## config.mk

```make
export PLATFORM = sky130hd
export DESIGN_NAME = apb_master_bridge
export DESIGN_NICKNAME = d
export VERILOG_FILES = /design/src/rtl/apb_master_pkg.sv /design/src/rtl/apb_wait_timer.sv /design/src/rtl/apb_master_bridge.sv
export SDC_FILE = /design/constraint.sdc
export NUM_CORES = 1
export LEC_CHECK = 0
export BUFFER_PORTS_ARGS = -buffer_cell sky130_fd_sc_hd__buf_2
export CAP_MARGIN = 10
export CORE_MARGIN = 2
export CORE_UTILIZATION = 25
export DETAILED_ROUTE_END_ITERATION = 8
export REMOVE_ABC_BUFFERS = 1
export SYNTH_ARGS = -nofsm -noshare
export SYNTH_HDL_FRONTEND = slang
export SYNTH_SLANG_ARGS = --single-unit
```

## constraint.sdc

```tcl
create_clock -name pclk_i -period 5.61 [get_ports pclk_i]
set_clock_uncertainty 0.2 [all_clocks]
set_input_delay 0 -clock pclk_i [delete_from_list [all_inputs] [get_ports pclk_i]]
set_output_delay 0 -clock pclk_i [all_outputs]
set_load 0.02 [all_outputs]
```

## src/rtl/apb_master_pkg.sv

```systemverilog
// apb_master_pkg: FSM state and response code types shared by the APB master bridge
package apb_master_pkg;
  typedef enum logic [1:0] {IDLE, SETUP, ACCESS, RESP} state_e;
  typedef enum logic [1:0] {
    RSP_OK       = 2'd0,
    RSP_SLVERR   = 2'd1,
    RSP_TIMEOUT  = 2'd2,
    RSP_MISALIGN = 2'd3
  } rsp_code_e;
endpackage

```

## src/rtl/apb_wait_timer.sv

```systemverilog
// apb_wait_timer: clearable wait-cycle counter; clk/rst, clr_i, en_i in, expired_o high at count LIMIT-1
module apb_wait_timer #(
  parameter int LIMIT = 16
) (
  input  logic clk,
  input  logic rst,
  input  logic clr_i,
  input  logic en_i,
  output logic expired_o
);
  localparam int W = $clog2(LIMIT);
  logic [W-1:0] cnt_q, cnt_d;
  always_comb cnt_d = clr_i ? '0 : en_i ? cnt_q + W'(1) : cnt_q;
  always_ff @(posedge clk) cnt_q <= rst ? '0 : cnt_d;
  assign expired_o = cnt_q == W'(LIMIT - 1);
endmodule

```

## src/rtl/apb_master_bridge.sv

```systemverilog
// apb_master_bridge: valid/ready command/response to single-outstanding APB4 initiator with misalign check and ACCESS timeout
module apb_master_bridge
  import apb_master_pkg::*;
#(
  parameter int ADDR_W         = 32,
  parameter int TIMEOUT_CYCLES = 16
) (
  input  logic              pclk_i,
  input  logic              preset_i,
  input  logic              cmd_valid_i,
  output logic              cmd_ready_o,
  input  logic              cmd_write_i,
  input  logic [ADDR_W-1:0] cmd_addr_i,
  input  logic [31:0]       cmd_wdata_i,
  input  logic [3:0]        cmd_strb_i,
  output logic              rsp_valid_o,
  input  logic              rsp_ready_i,
  output logic [31:0]       rsp_rdata_o,
  output logic [1:0]        rsp_code_o,
  output logic [ADDR_W-1:0] paddr_o,
  output logic              psel_o,
  output logic              penable_o,
  output logic              pwrite_o,
  output logic [31:0]       pwdata_o,
  output logic [3:0]        pstrb_o,
  input  logic              pready_i,
  input  logic [31:0]       prdata_i,
  input  logic              pslverr_i
);
  state_e            state_q, state_d;
  rsp_code_e         code_q, code_d;
  logic [ADDR_W-1:0] addr_q, addr_d;
  logic              write_q, write_d;
  logic [31:0]       wdata_q, wdata_d, rdata_q, rdata_d;
  logic [3:0]        strb_q, strb_d;
  logic              expired, accept;
  apb_wait_timer #(.LIMIT(TIMEOUT_CYCLES)) u_timer (
    .clk      (pclk_i),
    .rst      (preset_i),
    .clr_i    (state_q != ACCESS),
    .en_i     (!pready_i),
    .expired_o(expired)
  );
  assign cmd_ready_o = (state_q == IDLE) && !preset_i;
  assign accept      = cmd_valid_i && cmd_ready_o;
  assign psel_o      = (state_q == SETUP) || (state_q == ACCESS);
  assign penable_o   = state_q == ACCESS;
  assign paddr_o     = addr_q;
  assign pwrite_o    = write_q;
  assign pwdata_o    = wdata_q;
  assign pstrb_o     = strb_q;
  assign rsp_valid_o = state_q == RESP;
  assign rsp_rdata_o = rdata_q;
  assign rsp_code_o  = code_q;
  always_comb begin
    state_d = state_q;
    code_d  = code_q;
    addr_d  = addr_q;
    write_d = write_q;
    wdata_d = wdata_q;
    strb_d  = strb_q;
    rdata_d = rdata_q;
    case (state_q)
      IDLE: if (accept) begin
        rdata_d = '0;
        if (cmd_addr_i[1:0] == 2'b00) begin
          addr_d  = cmd_addr_i;
          write_d = cmd_write_i;
          wdata_d = cmd_write_i ? cmd_wdata_i : '0;
          strb_d  = cmd_write_i ? cmd_strb_i : '0;
          state_d = SETUP;
        end else begin
          code_d  = RSP_MISALIGN;
          state_d = RESP;
        end
      end
      SETUP: state_d = ACCESS;
      ACCESS: if (pready_i) begin
        rdata_d = (!write_q && !pslverr_i) ? prdata_i : '0;
        code_d  = pslverr_i ? RSP_SLVERR : RSP_OK;
        state_d = RESP;
      end else if (expired) begin
        rdata_d = '0;
        code_d  = RSP_TIMEOUT;
        state_d = RESP;
      end
      RESP: if (rsp_ready_i) state_d = IDLE;
      default: state_d = IDLE;
    endcase
  end
  always_ff @(posedge pclk_i) begin
    if (preset_i) begin
      state_q <= IDLE;
      code_q  <= RSP_OK;
      addr_q  <= '0;
      write_q <= 1'b0;
      wdata_q <= '0;
      strb_q  <= '0;
      rdata_q <= '0;
    end else begin
      state_q <= state_d;
      code_q  <= code_d;
      addr_q  <= addr_d;
      write_q <= write_d;
      wdata_q <= wdata_d;
      strb_q  <= strb_d;
      rdata_q <= rdata_d;
    end
  end
endmodule

```

==> run summary <==
Antenna Nets Post-Route - 0
DR pass1 iterations - 5
Pwr/cell area - 290 nW/um^2
Ys async rst share - 0
Fmax - 348 MHz
Critical path arrival - 2.96 ns
Post-synth top area share - 0.535
Core Region - 15,900 sq um
Std cell rows - 46
Clk Tree Root Cell - clkbuf_16
Vias - 4,654
Chip height - 132 microns
Initial drt markers - 197
Clock latency at the later pin of the worst-skew pair - 0.34 ns
Final Worst Setup Slack - 2.74 ns
Yosys top cell by area - dfxtp_1
Setup TNS - 0 ns
Die ar. - 17,300 sq um
Diode count - 0
RSZ-0062 raised after global routing - no
Placer Congestion - 0.737
CP max FO - 43
Crit path launch type - flip-flop
Maximum root-to-sink buffer count - 2
Top-Level Pins - 214
Warnings, synthesis - 0
P&R area growth vs syn - 70.7%
Seq/Total Area, Yosys - 0.535
Clk sinks - 109
Fin crit period - 2.87 ns
Proportion of layout cells with a drive suffix above 1 - 0.291
Per-instance average area after synthesis - 8.22 sq um
Fillers - 1,487
CP peak stage delay - 0.74 ns
EDFF count, synth - 0
Initial antenna violation count - 0
Largest net degree at the start of global routing - 68
CTS tree - yes
Synthesized instance count - 496
Worst slew pin tran - 0.829 ns
Critical path type - flip-flop to flip-flop
Critical-path cell list - inv_1 > ha_1 > and2b_1 > and3_2 > nand3_1 > a21oi_1 > dlygate4sd3_1
HPWL Detailed - 7850 microns
Avg WL per Cell - 13.0 microns
Via density - 4.45
Vias in the first global route - 4,490
Remaining DRCs - 0
Post-place instance area - 5280 sq um
First-pass GRT wire length - 21,900 microns
Final setup viols - 0
Max Cap Viol - 0
CTS Buf Count - 9
Period utilisation layout - 0.512
Max-slew headroom - 0.447
Top_reg_cell synth - dfxtp_1
GRT Residual Overflow - 0
CP max-delay cell - and3_2
Worst hold slack - 0.0374 ns
Tot GR Track Use - 0.153
Synth top area cells - dfxtp_1, a21oi_1, nand2_1, nand3_1, buf_2
Routed wire length - 13,600 microns
Unique masters post-synth - 29
Worst Path Required - 5.70 ns
Peak supply drop - 0.165 mV
Initial core utilization - 0.257
# H-tree levels - 3
Final std cell area, no fill - 6960 sq um
Die width - 132 microns
Clock transition at path regs - 0.08 ns
Setup crit end kind - flip-flop
Synthesized cell area - 4080 sq um
LEAKAGE - 0.00309 uW
Fin. max-slew vios - 0
Post-CTS setup buffers - 0
Final Hold Vio Count - 0
Status - complete, no violations
Fin nets - 936
Post_cts resized - 0
Hold WC Path Type - input port to flip-flop
Dpl ws - 2.90 ns
Yosys reg bits - 109
Count of input and output buffers - 213
[final cells by class]
class | count | area, sq um | share of cell area
repair buffers | 359 | 2510 | 0.361
flip-flops and latches | 109 | 2180 | 0.313
multi-input cells | 342 | 1700 | 0.244
well taps | 216 | 270 | 0.0388
clock buffers | 9 | 225 | 0.0324
clock inverters | 7 | 60.1 | 0.00863
inverters | 3 | 11.3 | 0.00162
[routing by layer]
layer  up-vias  track usage  part of all wire
met1      2098        0.186              0.44
li1       2318            -                 -
met3        29       0.0401             0.071
met5         -            0                 0
met4         0       0.0719             0.029
met2       209        0.251              0.46
[registers in the layout, summed over array words and instances (netlist names)]
signal,flops
rsp_rdata_o,32
rsp_code_o,2
pwdata_o,32
pstrb_o,4
state_q,2
paddr_o,32
u_timer.cnt_q,4
pwrite_o,1
[synth_stat cells, types with 3 or more instances]
| library cell | count |
|---|---|
| ha_1 | 5 |
| clkbuf_1 | 19 |
| nand3_1 | 70 |
| buf_2 | 16 |
| dfxtp_1 | 109 |
| inv_1 | 3 |
| nand2_1 | 131 |
| a21oi_1 | 102 |
| nor2_1 | 10 |
| buf_4 | 4 |
| nor2b_1 | 4 |
[stage by stage]
step            util  power, uW  instances
3_3_place_gp   0.332       1350        889
6_report       0.438       2020       1045
2_1_floorplan      -       1140        454
5_1_grt        0.438       2130       1045
3_5_place_dp   0.332       1340        889
4_1_cts        0.438       2040       1045
[path summary, 6_finish.rpt]
check | from | endpoint | slack [ns] | cells after the start
max reg2reg | state_q[0]$_SDFFE_PP0P_ | pwdata_o[28]$_SDFFE_PP0P_ | 2.74 | 7
min | cmd_write_i | pwdata_o[5]$_SDFFE_PP0P_ | 0.04 | 3
min reg2reg | pstrb_o[0]$_SDFFE_PP0P_ | pstrb_o[0]$_SDFFE_PP0P_ | 0.25 | 2
max | state_q[0]$_SDFFE_PP0P_ | pwdata_o[28]$_SDFFE_PP0P_ | 2.74 | 7
[cell families (layout without fill, tap and decap cells)]
kind of cell,count (synthesis),in the layout,share of synthesized area
buffers and inverters,45,378,0.0537
and+or+nand+nor,223,223,0.238
xor gates and xnor gates,3,3,0.00644
AOI/OAI and AO/OA,107,107,0.141
muxes,4,4,0.0104
DFF,109,109,0.535
adders and majority gates,5,5,0.0153
[where the power goes]
| part | internal [uW] | total, uW | switching (uW) |
|---|---|---|---|
| sequential | 808 | 827 | 19.4 |
| clock | 308 | 615 | 307 |
| combinational | 219 | 576 | 357 |
[layout by cell type (no fill, tap or decap), drive strengths merged]
cell type	synthesis	final
a221oi	1	1
nor2	10	10
nor3b	2	2
and3	1	1
nor2b	4	4
nand2	131	131
xnor2	1	1
a21oi	103	103
clkinvlp	0	3
nor4bb	1	1
dlygate4sd3	0	140
nand4b	1	1
ha	5	5
inv	3	5
clkbuf	19	9
a221o	1	1
nand2b	2	2
and2b	1	1
mux2i	2	2
xor2	2	2
a222oi	1	1
dfxtp	109	109
a211oi	1	1
clkinv	0	2
nand3	70	70
mux2	2	2
buf	23	219
[what timing repair did]
action | in CTS | in global routing
endpoints found under the setup margin | 0 | 0
endpoints found under the hold margin | 107 | 0
hold buffers | 140 | 0
[worst max-delay path, delay by kind of cell (launching register included)]
family | cells | cell delay [ns]
DFF | 1 | 0.33
adders and majority gates | 1 | 0.31
buffers and inverters | 2 | 0.67
and+or+nand+nor | 3 | 1.12
AOI/OAI and AO/OA | 1 | 0.18
Power figures use the tool's default switching activity.
